==> src/rtl/forwarding_hazard_unit_pkg.sv <==
// Shared types and constants for the forwarding / hazard control block.
// Covers the forward-select encoding, the stall FSM states and the default address width.
package forwarding_pkg;

   localparam int NB_ADDR_DEF = 5;
   localparam int FWD_SEL_RF  = 0;

   typedef enum logic {
      IDLE  = 1'b0,
      STALL = 1'b1
   } fsm_state_t;

   // Stage k is encoded as k+1 so that 0 can mean "read the register file".
   function automatic int fwd_sel_enc(input int stage);
      return stage + 1;
   endfunction

endpackage

==> src/rtl/forwarding_hazard_unit_if.sv <==
// Bundle of the pipeline-facing signals of the forwarding / hazard unit.
// The pipeline (master) drives the operand and stage info; the unit (slave) returns the controls.
interface forwarding_hazard_unit_if
   import forwarding_pkg::*;
#(
   parameter int NB_ADDR = NB_ADDR_DEF,
   parameter int NUM_SRC = 2,
   parameter int NUM_FWD = 2,
   parameter int NB_CNT  = 32
);
   localparam int NB_SEL = $clog2(NUM_FWD + 1);

   logic [NUM_SRC*NB_ADDR-1:0] ex_src_addr;
   logic [NUM_SRC-1:0]         ex_src_used;
   logic [NUM_FWD*NB_ADDR-1:0] fwd_dst_addr;
   logic [NUM_FWD-1:0]         fwd_reg_write;
   logic [NUM_SRC*NB_ADDR-1:0] id_src_addr;
   logic [NUM_SRC-1:0]         id_src_used;
   logic                       ex_mem_read;
   logic [NB_ADDR-1:0]         ex_dst_addr;
   logic                       flush;
   logic                       hold;
   logic [NUM_SRC*NB_SEL-1:0]  fwd_sel;
   logic                       stall;
   logic                       bubble;
   logic [NB_CNT-1:0]          stall_count;

   modport master (
      output ex_src_addr, ex_src_used, fwd_dst_addr, fwd_reg_write,
             id_src_addr, id_src_used, ex_mem_read, ex_dst_addr, flush, hold,
      input  fwd_sel, stall, bubble, stall_count
   );

   modport slave (
      input  ex_src_addr, ex_src_used, fwd_dst_addr, fwd_reg_write,
             id_src_addr, id_src_used, ex_mem_read, ex_dst_addr, flush, hold,
      output fwd_sel, stall, bubble, stall_count
   );

endinterface

==> src/rtl/forwarding_hazard_unit_fwd_select.sv <==
// Forward-source priority encoder for one ALU operand against all writer stages.
// The youngest (lowest index) matching stage wins; $zero and unused operands read the register file.
module fwd_select
   import forwarding_pkg::*;
#(
   parameter int NB_ADDR = NB_ADDR_DEF,
   parameter int NUM_FWD = 2,
   parameter int NB_SEL  = $clog2(NUM_FWD + 1)
) (
   input  logic [NB_ADDR-1:0]         src_addr,
   input  logic                       src_used,
   input  logic [NUM_FWD*NB_ADDR-1:0] fwd_dst_addr,
   input  logic [NUM_FWD-1:0]         fwd_reg_write,
   output logic [NB_SEL-1:0]          sel
);

   logic [NUM_FWD-1:0] match;

   generate
      for (genvar gi = 0; gi < NUM_FWD; gi++) begin : g_match
         assign match[gi] = fwd_reg_write[gi] &&
                            (fwd_dst_addr[gi*NB_ADDR +: NB_ADDR] == src_addr);
      end
   endgenerate

   // Scan oldest to youngest so the last hit written is the youngest one.
   always_comb begin
      sel = NB_SEL'(FWD_SEL_RF);
      if (src_used && (src_addr != '0)) begin
         for (int k = NUM_FWD - 1; k >= 0; k--) begin
            if (match[k]) begin
               sel = NB_SEL'(fwd_sel_enc(k));
            end
         end
      end
   end

endmodule

==> src/rtl/forwarding_hazard_unit.sv <==
// EX-stage operand forwarding plus load-use stall sequencing, flush/hold override
// and a saturating count of stall cycles.
module forwarding_hazard_unit
   import forwarding_pkg::*;
#(
   parameter int NB_ADDR  = NB_ADDR_DEF,
   parameter int NUM_SRC  = 2,
   parameter int NUM_FWD  = 2,
   parameter int LOAD_LAT = 1,
   parameter int NB_CNT   = 32
) (
   input  logic                     i_clk,
   input  logic                     i_rst_n,
   forwarding_hazard_unit_if.slave  bus
);

   localparam int NB_SEL = $clog2(NUM_FWD + 1);
   localparam int CNT_W  = $clog2(LOAD_LAT + 1);

   logic [NUM_SRC*NB_SEL-1:0] sel_raw;
   logic [NUM_SRC-1:0]        id_match;
   logic                      haz;

   fsm_state_t         state_reg, state_next;
   logic [CNT_W-1:0]   cnt_reg, cnt_next;
   logic [NB_CNT-1:0]  stall_count_reg;
   logic               stall_int, bubble_int;

   generate
      for (genvar gi = 0; gi < NUM_SRC; gi++) begin : g_src
         fwd_select #(
            .NB_ADDR (NB_ADDR),
            .NUM_FWD (NUM_FWD),
            .NB_SEL  (NB_SEL)
         ) u_fwd_select (
            .src_addr      (bus.ex_src_addr[gi*NB_ADDR +: NB_ADDR]),
            .src_used      (bus.ex_src_used[gi]),
            .fwd_dst_addr  (bus.fwd_dst_addr),
            .fwd_reg_write (bus.fwd_reg_write),
            .sel           (sel_raw[gi*NB_SEL +: NB_SEL])
         );

         assign id_match[gi] = bus.id_src_used[gi] &&
                               (bus.id_src_addr[gi*NB_ADDR +: NB_ADDR] == bus.ex_dst_addr);
      end
   endgenerate

   assign haz = bus.ex_mem_read && (bus.ex_dst_addr != '0) && (|id_match);

   always_comb begin
      state_next = state_reg;
      cnt_next   = cnt_reg;
      stall_int  = 1'b0;
      bubble_int = 1'b0;
      if (bus.flush) begin
         bubble_int = 1'b1;
         state_next = IDLE;
         cnt_next   = '0;
      end else if (bus.hold) begin
         stall_int  = 1'b1;
         bubble_int = (state_reg == STALL);
      end else begin
         case (state_reg)
            IDLE: begin
               if (haz) begin
                  stall_int  = 1'b1;
                  bubble_int = 1'b1;
                  if (LOAD_LAT > 1) begin
                     state_next = STALL;
                     cnt_next   = CNT_W'(LOAD_LAT - 1);
                  end
               end
            end
            STALL: begin
               stall_int  = 1'b1;
               bubble_int = 1'b1;
               cnt_next   = cnt_reg - CNT_W'(1);
               if (cnt_reg == CNT_W'(1)) begin
                  state_next = IDLE;
               end
            end
            default: begin
               state_next = IDLE;
               cnt_next   = '0;
            end
         endcase
      end
   end

   always_ff @(posedge i_clk) begin
      if (!i_rst_n) begin
         state_reg       <= IDLE;
         cnt_reg         <= '0;
         stall_count_reg <= '0;
      end else begin
         state_reg <= state_next;
         cnt_reg   <= cnt_next;
         // Held cycles are not counted; the count sticks at all-ones.
         if (stall_int && !bus.hold && (stall_count_reg != '1)) begin
            stall_count_reg <= stall_count_reg + NB_CNT'(1);
         end
      end
   end

   assign bus.fwd_sel     = i_rst_n ? sel_raw : '0;
   assign bus.stall       = i_rst_n && stall_int;
   assign bus.bubble      = i_rst_n && bubble_int;
   assign bus.stall_count = stall_count_reg;

endmodule

==> src/flat_wrapper.sv <==
// flat-port wrapper written by rule: the top's interface ports become plain ports
module forwarding_hazard_unit_flat import forwarding_pkg::*;
#(
   parameter int NB_ADDR  = NB_ADDR_DEF,
   parameter int NUM_SRC  = 2,
   parameter int NUM_FWD  = 2,
   parameter int LOAD_LAT = 1,
   parameter int NB_CNT   = 32
)
  (i_clk, i_rst_n, bus_ex_src_addr, bus_ex_src_used, bus_fwd_dst_addr, bus_fwd_reg_write, bus_id_src_addr, bus_id_src_used, bus_ex_mem_read, bus_ex_dst_addr, bus_flush, bus_hold, bus_fwd_sel, bus_stall, bus_bubble, bus_stall_count);
  forwarding_hazard_unit_if #(.NB_ADDR(NB_ADDR), .NUM_SRC(NUM_SRC), .NUM_FWD(NUM_FWD), .NB_CNT(NB_CNT)) bus_i ();
  input  logic i_clk;
  input  logic i_rst_n;
  input wire logic [$bits(bus_i.ex_src_addr)-1:0] bus_ex_src_addr;
  input wire logic [$bits(bus_i.ex_src_used)-1:0] bus_ex_src_used;
  input wire logic [$bits(bus_i.fwd_dst_addr)-1:0] bus_fwd_dst_addr;
  input wire logic [$bits(bus_i.fwd_reg_write)-1:0] bus_fwd_reg_write;
  input wire logic [$bits(bus_i.id_src_addr)-1:0] bus_id_src_addr;
  input wire logic [$bits(bus_i.id_src_used)-1:0] bus_id_src_used;
  input wire logic [$bits(bus_i.ex_mem_read)-1:0] bus_ex_mem_read;
  input wire logic [$bits(bus_i.ex_dst_addr)-1:0] bus_ex_dst_addr;
  input wire logic [$bits(bus_i.flush)-1:0] bus_flush;
  input wire logic [$bits(bus_i.hold)-1:0] bus_hold;
  output wire logic [$bits(bus_i.fwd_sel)-1:0] bus_fwd_sel;
  output wire logic [$bits(bus_i.stall)-1:0] bus_stall;
  output wire logic [$bits(bus_i.bubble)-1:0] bus_bubble;
  output wire logic [$bits(bus_i.stall_count)-1:0] bus_stall_count;
  assign bus_i.ex_src_addr = bus_ex_src_addr;
  assign bus_i.ex_src_used = bus_ex_src_used;
  assign bus_i.fwd_dst_addr = bus_fwd_dst_addr;
  assign bus_i.fwd_reg_write = bus_fwd_reg_write;
  assign bus_i.id_src_addr = bus_id_src_addr;
  assign bus_i.id_src_used = bus_id_src_used;
  assign bus_i.ex_mem_read = bus_ex_mem_read;
  assign bus_i.ex_dst_addr = bus_ex_dst_addr;
  assign bus_i.flush = bus_flush;
  assign bus_i.hold = bus_hold;
  assign bus_fwd_sel = bus_i.fwd_sel;
  assign bus_stall = bus_i.stall;
  assign bus_bubble = bus_i.bubble;
  assign bus_stall_count = bus_i.stall_count;
  forwarding_hazard_unit #(.NB_ADDR(NB_ADDR), .NUM_SRC(NUM_SRC), .NUM_FWD(NUM_FWD), .LOAD_LAT(LOAD_LAT), .NB_CNT(NB_CNT)) u_core (.i_clk(i_clk), .i_rst_n(i_rst_n), .bus(bus_i));
endmodule
==> config.mk <==
export PLATFORM = sky130hd
export DESIGN_NAME = forwarding_hazard_unit_flat
export DESIGN_NICKNAME = d
export VERILOG_FILES = /design/src/rtl/forwarding_hazard_unit_pkg.sv /design/src/rtl/forwarding_hazard_unit_if.sv /design/src/rtl/forwarding_hazard_unit_fwd_select.sv /design/src/rtl/forwarding_hazard_unit.sv /design/src/flat_wrapper.sv
export SDC_FILE = /design/constraint.sdc
export NUM_CORES = 1
export LEC_CHECK = 0
export ABC_AREA = 1
export BUFFER_PORTS_ARGS = -buffer_cell sky130_fd_sc_hd__buf_2
export CAP_MARGIN = 30
export CORE_ASPECT_RATIO = 0.9
export CORE_UTILIZATION = 35
export CTS_CLUSTER_SIZE = 24
export DETAILED_ROUTE_END_ITERATION = 16
export MAX_ROUTING_LAYER = met4
export PLACE_DENSITY = 0.59
export SYNTH_ARGS = -nofsm -noshare
export SYNTH_HDL_FRONTEND = slang
export SYNTH_SLANG_ARGS = --single-unit
==> constraint.sdc <==
create_clock -name i_clk -period 2.5 [get_ports i_clk]
set_input_delay 0.375 -clock i_clk [delete_from_list [all_inputs] [get_ports i_clk]]
set_output_delay 0.375 -clock i_clk [all_outputs]
set_load 0.01 [all_outputs]
==> impl_metrics.prom, run 1 <==
# TYPE chip_impl_metric gauge
chip_impl_metric{name="synth-adder-area-share",unit=""} 0.00414
chip_impl_metric{name="cellPowerDensity",unit="nW/um^2"} 308
chip_impl_metric{name="place_worst_setup_slack",unit="ps"} 346
chip_impl_metric{name="fin_crit_sh",unit=""} 0.847
chip_impl_metric{name="numClockSinks",unit=""} 34
chip_impl_metric{name="design.portCount",unit=""} 84
chip_impl_metric{name="detail_route.wl_per_cell",unit="um"} 13.1
chip_impl_info{name="cp-startpoint",value="u_core.bus.stall_count[0]"} 1
chip_impl_metric{name="io_buffer_count",unit=""} 83
chip_impl_metric{name="diodes",unit=""} 0
chip_impl_metric{name="timing.slew.headroom",unit=""} 0.563
chip_impl_metric{name="clkTransAtPathRegs",unit="ps"} 70
chip_impl_metric{name="finalSetupViolations",unit=""} 0
chip_impl_metric{name="timing.final.max_slew_violations",unit=""} 0
chip_impl_metric{name="drv.max_cap_violation_count",unit=""} 0
chip_impl_metric{name="design.die.area",unit="sq um"} 9010
chip_impl_metric{name="placed_cells_incl_taps",unit=""} 668
chip_impl_metric{name="num_vias",unit=""} 3315
chip_impl_metric{name="worst-endpoint-required",unit="ps"} 2730
chip_impl_metric{name="drtPass1Iterations",unit=""} 5
chip_impl_metric{name="worstMarginPinSlew",unit="ps"} 655
chip_impl_metric{name="overflow",unit=""} 0
chip_impl_metric{name="floorplan.initialDensity",unit=""} 0.367
chip_impl_metric{name="synth.avg_cell_area",unit="sq um"} 6.30
chip_impl_metric{name="grt_antenna_before_repair",unit=""} 0
chip_impl_metric{name="wire_length_of_the_first_global_routing_pass",unit="mm"} 14.9
chip_impl_info{name="synth_top_family_by_area",value="simple AND/OR/NAND/NOR gates"} 1
chip_impl_metric{name="synthSimpleGateAreaFrac",unit=""} 0.506
chip_impl_metric{name="detailedPlacementHpwl",unit="mm"} 7.00
chip_impl_metric{name="final.setup_skew",unit="ps"} 6.11
chip_impl_metric{name="post_cts.resized_instances",unit=""} 0
chip_impl_metric{name="ant_nets",unit=""} 0
chip_impl_metric{name="die_w",unit="um"} 99.9
chip_impl_metric{name="final_net_count",unit=""} 607
chip_impl_metric{name="timing.setup.tns",unit="ps"} 0
chip_impl_metric{name="clock.fmax",unit="MHz"} 472
chip_impl_metric{name="drtIter0Drc",unit=""} 155
chip_impl_info{name="crit-reg2reg-launch",value="u_core.bus.stall_count[0]"} 1
chip_impl_metric{name="finish.cell_count_without_fillers",unit=""} 674
chip_impl_metric{name="vias_per_cell",unit=""} 4.92
chip_impl_info{name="hold_class",value="in -> reg"} 1
chip_impl_metric{name="cts_htree_levels",unit=""} 2
chip_impl_info{name="critical_path.endpoint_type",value="register"} 1
chip_impl_metric{name="postSynthRegisterBits",unit=""} 34
chip_impl_info{name="kind_of_critical_path",value="reg -> reg"} 1
chip_impl_metric{name="synth-xor-area-share",unit=""} 0.0667
chip_impl_metric{name="period_needed",unit="ps"} 2120
chip_impl_metric{name="grt_use_total",unit=""} 0.210
chip_impl_metric{name="first_global_vias",unit=""} 3035
chip_impl_metric{name="largest_reg_flops",unit=""} 32
chip_impl_metric{name="synthMuxAreaShare",unit=""} 0
chip_impl_metric{name="seq_area_frac_synth",unit=""} 0.225
chip_impl_metric{name="worst-endpoint-arrival",unit="ps"} 2340
chip_impl_metric{name="cellLeakagePower",unit="nW"} 1.53
chip_impl_metric{name="hold_viol_final",unit=""} 0
chip_impl_metric{name="postCtsSetupBuffers",unit=""} 0
chip_impl_metric{name="netlist_area",unit="sq um"} 3020
chip_impl_metric{name="gp_routability_congestion",unit=""} 0.939
chip_impl_metric{name="placeableCoreArea",unit="sq um"} 8220
chip_impl_info{name="status",value="finished, final reports clean"} 1
chip_impl_metric{name="ir_drop",unit="uV"} 167
chip_impl_metric{name="yosysWarnings",unit=""} 0
chip_impl_metric{name="floorplan.rows",unit=""} 31
chip_impl_metric{name="clock_path_buffers",unit=""} 2
chip_impl_metric{name="drt_drc_violations_left",unit=""} 0
chip_impl_metric{name="synthesis.instances",unit=""} 480
chip_impl_info{name="commonest_cells_after_routing_fill_and_taps_aside",value="156 x sky130_fd_sc_hd__nand2_1, 83 x sky130_fd_sc_hd__buf_2, 65 x sky130_fd_sc_hd__nor2_1"} 1
chip_impl_info{name="final_common_cell",value="sky130_fd_sc_hd__nand2_1"} 1
chip_impl_metric{name="share_of_post_route_cells_with_drive_strength_above_1",unit=""} 0.286
chip_impl_info{name="cts_tree",value="done"} 1
chip_impl_info{name="unrepaired_setup_endpoints_after_global_routing",value="no"} 1
chip_impl_metric{name="die-height",unit="um"} 90.1
chip_impl_metric{name="hold_fix_buffer_count_after_cts",unit=""} 0
chip_impl_metric{name="tritoncts_buffers",unit=""} 5
chip_impl_metric{name="layout-area-overhead-vs-synth",unit="%"} 19.0
chip_impl_metric{name="post_synth_num_cell_types",unit=""} 36
chip_impl_info{name="worst_hold_startpoint",value="i_rst_n"} 1
chip_impl_metric{name="drt_wl_total",unit="mm"} 8.84
chip_impl_metric{name="synth_compound_area_frac",unit=""} 0.112
chip_impl_metric{name="worst-path-max-fanout",unit=""} 31
chip_impl_metric{name="final.setup.worst_slack",unit="ps"} 382
chip_impl_metric{name="total_power",unit="W"} 0.00111
chip_impl_metric{name="insertion_delay",unit="ps"} 290
chip_impl_info{name="critical_path_startpoint_category",value="register"} 1
chip_impl_info{name="root_buffer",value="sky130_fd_sc_hd__clkbuf_8"} 1
chip_impl_metric{name="grt_max_degree",unit=""} 32
chip_impl_metric{name="synth.net_count",unit=""} 527
## area by class of cell
type                    count  area (sq um)
fillers                   919          4630
multi-input cells         390          2080
flip-flops and latches     34           681
repair buffers             88           453
inverters                  41           154
well taps                 115           144
clock buffers               6          82.6
## synth_stat cells (all sizes together)
master / instances / area, sq um
nor3b: 1 / 7.51
nor3: 6 / 35.0
clkbuf: 5 / 18.8
o221ai: 1 / 8.76
a22o: 1 / 8.76
nand3b: 14 / 105
nand3: 13 / 108
a22oi: 1 / 7.51
o21bai: 1 / 7.51
xor2: 16 / 140
a31oi: 1 / 6.26
buf: 10 / 87.6
a21oi: 33 / 270
o22ai: 2 / 12.5
nor2: 72 / 305
inv: 41 / 154
nand4: 36 / 225
a211oi: 1 / 7.51
nand2: 177 / 717
dfxtp: 34 / 681
xnor2: 7 / 61.3
or2: 1 / 6.26
nor4: 3 / 18.8
ha: 1 / 12.5
o21ai: 2 / 10.0
## power by group
group          internal (W)  switching [W]
Sequential         0.000541    0.000000257
Combinational     0.0000613      0.0000944
Clock              0.000212       0.000199
## worst max-delay path: stages, from the launching register on
cell	delay [ps]
sky130_fd_sc_hd__dfxtp_1	440
sky130_fd_sc_hd__ha_1	320
sky130_fd_sc_hd__inv_2	80
sky130_fd_sc_hd__nor2_4	190
sky130_fd_sc_hd__nand3_4	130
sky130_fd_sc_hd__nor2_4	120
sky130_fd_sc_hd__nand3_4	80
sky130_fd_sc_hd__nand3_4	390
sky130_fd_sc_hd__nand2_1	140
sky130_fd_sc_hd__a21oi_2	140
## metal layers
layer / vias to the layer above / GRT usage / wire (um)
li1: 1722 / - / -
met5: - / - / 0
met2: 103 / 0.306 / 3730
met3: 11 / 0.0358 / 488
met1: 1479 / 0.297 / 4490
met4: 0 / 0.0539 / 132
## through the flow
step           utilization  hold WS, ps  cell area (sq um)
6_report             0.437          363               3600
5_1_grt              0.437          356               3600
4_1_cts              0.437          362               3600
3_3_place_gp         0.427          443               3510
3_5_place_dp         0.427          458               3510
2_1_floorplan            -          432               3020
## kinds of logic (layout without fill, tap and decap cells)
| logic type | Yosys count | after routing |
|---|---|---|
| buffers and inverters | 56 | 135 |
| adder cells (fa/ha/maj) | 1 | 1 |
| AO/OA/AOI/OAI | 43 | 43 |
| flip-flops | 34 | 34 |
| AND/OR/NAND/NOR | 323 | 323 |
| XOR/XNOR | 23 | 23 |
## worst paths after layout
check,endpoint,slack (ps),cells after the start
worst max-delay path,u_core.bus.stall_count[30],380,9
worst min-delay path,u_core.bus.stall_count[7],360,3
worst max register to register,u_core.bus.stall_count[30],380,9
worst min register to register,u_core.state_reg,460,1
(Power assumes the default switching activity.)
==> inputs of run 2 (changes only) <==
--- a/config.mk
+++ b/config.mk
@@ -5,7 +5,7 @@
 export SDC_FILE = /design/constraint.sdc
 export NUM_CORES = 1
 export LEC_CHECK = 0
-export ABC_AREA = 1
+export ABC_AREA = 0
 export BUFFER_PORTS_ARGS = -buffer_cell sky130_fd_sc_hd__buf_2
 export CAP_MARGIN = 30
 export CORE_ASPECT_RATIO = 0.9
@@ -13,7 +13,7 @@
 export CTS_CLUSTER_SIZE = 24
 export DETAILED_ROUTE_END_ITERATION = 16
 export MAX_ROUTING_LAYER = met4
-export PLACE_DENSITY = 0.59
+export PLACE_DENSITY = 0.64
 export SYNTH_ARGS = -nofsm -noshare
 export SYNTH_HDL_FRONTEND = slang
 export SYNTH_SLANG_ARGS = --single-unit
==> constraint.sdc (replaced) <==
create_clock -name i_clk -period 1.9 [get_ports i_clk]
set_input_delay 0.285 -clock i_clk [delete_from_list [all_inputs] [get_ports i_clk]]
set_output_delay 0.285 -clock i_clk [all_outputs]
set_load 0.01 [all_outputs]
==> run 2 against run 1 <==
Net effect: clock-buffer cell count unchanged; global-route usage down 1.2 points; sequential power up 31%; synthesized cell count down 42%; first-iteration DRC count down 29%; largest cell class unchanged.
==> impl_metrics.prom, run 2 <==
# TYPE chip_impl_metric gauge
chip_impl_metric{name="worst-endpoint-required",unit="ps"} 2130
chip_impl_metric{name="synth.avg_cell_area",unit="sq um"} 8.45
chip_impl_metric{name="seq_area_frac_synth",unit=""} 0.291
chip_impl_metric{name="timing.slew.headroom",unit=""} 0.767
chip_impl_metric{name="placed_cells_incl_taps",unit=""} 472
chip_impl_info{name="cts_tree",value="done"} 1
chip_impl_metric{name="io_buffer_count",unit=""} 83
chip_impl_metric{name="drtPass1Iterations",unit=""} 4
chip_impl_metric{name="final.setup_skew",unit="ps"} 10.2
chip_impl_metric{name="design.die.area",unit="sq um"} 7020
chip_impl_metric{name="stdcell_area",unit="sq um"} 3430
chip_impl_metric{name="ir_drop",unit="uV"} 197
chip_impl_metric{name="num_vias",unit=""} 2618
chip_impl_metric{name="detail_route.wl_per_cell",unit="um"} 14.3
chip_impl_info{name="commonest_cells_after_routing_fill_and_taps_aside",value="82 x sky130_fd_sc_hd__buf_2, 43 x sky130_fd_sc_hd__buf_4, 27 x sky130_fd_sc_hd__dfxtp_1"} 1
chip_impl_metric{name="post_synth_num_cell_types",unit=""} 40
chip_impl_metric{name="timing.final.max_slew_violations",unit=""} 0
chip_impl_metric{name="synthesis.instances",unit=""} 277
chip_impl_metric{name="largest_reg_flops",unit=""} 32
chip_impl_metric{name="drtIter0Drc",unit=""} 110
chip_impl_metric{name="floorplan.rows",unit=""} 27
chip_impl_metric{name="hold_viol_final",unit=""} 0
chip_impl_metric{name="detailedPlacementHpwl",unit="mm"} 4.99
chip_impl_info{name="root_buffer",value="sky130_fd_sc_hd__clkbuf_8"} 1
chip_impl_metric{name="worstMarginPinSlew",unit="ps"} 346
chip_impl_info{name="synth.largest_area_cell",value="sky130_fd_sc_hd__dfxtp_1"} 1
chip_impl_metric{name="ant_nets",unit=""} 0
chip_impl_metric{name="total_power",unit="W"} 0.00177
chip_impl_metric{name="worst-endpoint-arrival",unit="ps"} 2080
chip_impl_metric{name="floorplan.initialDensity",unit=""} 0.373
chip_impl_info{name="synth.cells.most_frequent",value="34 x sky130_fd_sc_hd__dfxtp_1, 25 x sky130_fd_sc_hd__a21oi_1, 23 x sky130_fd_sc_hd__or4_1, 19 x sky130_fd_sc_hd__nand2_1, 19 x sky130_fd_sc_hd__o31ai_1"} 1
chip_impl_info{name="critical_path.endpoint_type",value="register"} 1
chip_impl_metric{name="finalSetupViolations",unit=""} 0
chip_impl_metric{name="insertion_delay",unit="ps"} 290
chip_impl_metric{name="placed_area",unit="sq um"} 3110
chip_impl_metric{name="clock_path_buffers",unit=""} 2
chip_impl_metric{name="yosys.area.top_type_share",unit=""} 0.291
chip_impl_metric{name="final_net_count",unit=""} 445
chip_impl_metric{name="cellLeakagePower",unit="nW"} 1.43
chip_impl_metric{name="placeableCoreArea",unit="sq um"} 6280
chip_impl_metric{name="synth.net_count",unit=""} 324
chip_impl_metric{name="die_w",unit="um"} 88.2
chip_impl_metric{name="hold_fix_buffer_count_after_cts",unit=""} 0
chip_impl_metric{name="timing.setup.tns",unit="ps"} 0
chip_impl_metric{name="drv.max_cap_violation_count",unit=""} 0
chip_impl_metric{name="cts_htree_levels",unit=""} 2
chip_impl_metric{name="synth_edf_count",unit=""} 0
chip_impl_info{name="unrepaired_setup_endpoints_after_global_routing",value="yes"} 1
chip_impl_info{name="final_common_cell",value="sky130_fd_sc_hd__buf_2"} 1
chip_impl_metric{name="numClockSinks",unit=""} 34
chip_impl_info{name="critical_path_startpoint_category",value="register"} 1
chip_impl_metric{name="first_global_vias",unit=""} 2350
chip_impl_metric{name="clkTransAtPathRegs",unit="ps"} 80
chip_impl_metric{name="finish.cell_count_without_fillers",unit=""} 486
chip_impl_metric{name="clock.fmax",unit="MHz"} 540
chip_impl_info{name="kind_of_critical_path",value="reg -> reg"} 1
chip_impl_info{name="hold_class",value="in -> reg"} 1
chip_impl_metric{name="async_set_or_reset_flop_fraction_in_the_synthesized_netlist",unit=""} 0
chip_impl_info{name="synth.area.top_cells",value="sky130_fd_sc_hd__dfxtp_1 29%, sky130_fd_sc_hd__or4_1 7.4%, sky130_fd_sc_hd__o31ai_1 6.1%"} 1
chip_impl_metric{name="overflow",unit=""} 0
chip_impl_metric{name="wire_length_of_the_first_global_routing_pass",unit="mm"} 10.7
chip_impl_metric{name="layout-area-overhead-vs-synth",unit="%"} 46.4
chip_impl_metric{name="drt_drc_violations_left",unit=""} 0
chip_impl_metric{name="postSynthRegisterBits",unit=""} 34
chip_impl_metric{name="yosysWarnings",unit=""} 0
chip_impl_metric{name="r2r_setup_slack",unit="ps"} 50
chip_impl_metric{name="grt_antenna_before_repair",unit=""} 0
chip_impl_metric{name="diodes",unit=""} 0
chip_impl_metric{name="drt_wl_total",unit="mm"} 6.93
chip_impl_metric{name="cellPowerDensity",unit="nW/um^2"} 515
chip_impl_metric{name="netlist_area",unit="sq um"} 2340
chip_impl_metric{name="design.portCount",unit=""} 84
chip_impl_info{name="status",value="finished, final reports clean"} 1
chip_impl_metric{name="grt_max_degree",unit=""} 38
chip_impl_metric{name="fin_crit_sh",unit=""} 0.975
chip_impl_metric{name="gp_routability_congestion",unit=""} 0.848
chip_impl_metric{name="share_of_post_route_cells_with_drive_strength_above_1",unit=""} 0.439
chip_impl_metric{name="grt_use_total",unit=""} 0.198
chip_impl_info{name="yosys.cell_count.top_type",value="sky130_fd_sc_hd__dfxtp_1"} 1
chip_impl_metric{name="die-height",unit="um"} 79.6
chip_impl_metric{name="worst-path-max-fanout",unit=""} 5
chip_impl_metric{name="period_needed",unit="ps"} 1850
chip_impl_info{name="dominantRegCellSynth",value="sky130_fd_sc_hd__dfxtp_1"} 1
chip_impl_metric{name="tritoncts_buffers",unit=""} 5
chip_impl_metric{name="vias_per_cell",unit=""} 5.39
## run 2: cell count changes after synthesis, moves of 11 or more
| cell | change |
|---|---|
| sky130_fd_sc_hd__nand3b_1 | -14 |
| sky130_fd_sc_hd__o31ai_1 | +19 |
| sky130_fd_sc_hd__nand2_2 | -20 |
| sky130_fd_sc_hd__a21oi_1 | +20 |
| sky130_fd_sc_hd__nand2_1 | -137 |
| sky130_fd_sc_hd__a21oi_2 | -27 |
| sky130_fd_sc_hd__or4_1 | +23 |
| sky130_fd_sc_hd__nand4_1 | -25 |
| sky130_fd_sc_hd__nor2_1 | -64 |
| sky130_fd_sc_hd__nand2b_1 | +11 |
| sky130_fd_sc_hd__inv_1 | -33 |
## run 2: kinds of logic (layout without fill, tap and decap cells)
family / after synthesis / after routing / synth area share
adders and majority gates: 1 / 1 / 0.00534
muxes: 6 / 6 / 0.0257
and+or+nand+nor: 120 / 120 / 0.321
DFF: 34 / 34 / 0.291
AOI/OAI and AO/OA: 65 / 65 / 0.184
buffers and inverters: 21 / 143 / 0.0609
xor gates and xnor gates: 30 / 30 / 0.112
## run 2: per-layer routing
metal  GRT usage  vias to the layer above  share of wire
li1            -                     1310              -
met1       0.248                     1220           0.47
met2       0.324                       80           0.47
met3      0.0331                        8          0.052
met4      0.0613                        0          0.011
met5           -                        -              0
## run 2: layout make-up
| class | instances | area (sq um) |
|---|---|---|
| clock buffer | 6 | 82.6 |
| clock inverter | 2 | 60.1 |
| fill | 616 | 2860 |
| inverter | 4 | 15.0 |
| multi-input combinational | 222 | 1610 |
| sequential | 34 | 689 |
| tap | 87 | 109 |
| timing repair buffer | 131 | 863 |
## run 2: repair_timing
item	in CTS	in global routing
pin swaps	0	19
buffers inserted	0	4
gates resized for setup	1	26
cloned	0	2
setup endpoints to repair	4	20
## run 2: worst paths after layout
| kind | depth (start not counted) | start | to |
|---|---|---|---|
| max | 7 | u_core.bus.stall_count[2] | u_core.bus.stall_count[25] |
| max reg2reg | 7 | u_core.bus.stall_count[2] | u_core.bus.stall_count[25] |
| min | 3 | bus_hold | u_core.state_reg |
| min reg2reg | 1 | u_core.cnt_reg | u_core.state_reg |
## run 2: critical path: stages, from the launching register on
cell	delay (ps)
sky130_fd_sc_hd__dfxtp_1	320
sky130_fd_sc_hd__and4_4	210
sky130_fd_sc_hd__and3_4	190
sky130_fd_sc_hd__nand4_4	110
sky130_fd_sc_hd__nand4_4	150
sky130_fd_sc_hd__clkbuf_16	200
sky130_fd_sc_hd__or4_1	460
sky130_fd_sc_hd__a21oi_1	140
## run 2: where the power goes
part           switching [W]  internal, W
Clock               0.000278     0.000560
Sequential      0.0000000810     0.000712
Combinational       0.000115     0.000101
Total               0.000393      0.00137
## run 2: stage by stage
stage	setup WS, ps	hold slack, ps	util
floorplan	9.36	420	-
global placement	-41.5	445	0.496
detailed placement	-108	447	0.496
CTS	5.30	312	0.519
global route	-34.6	343	0.546
finish	47.8	324	0.546
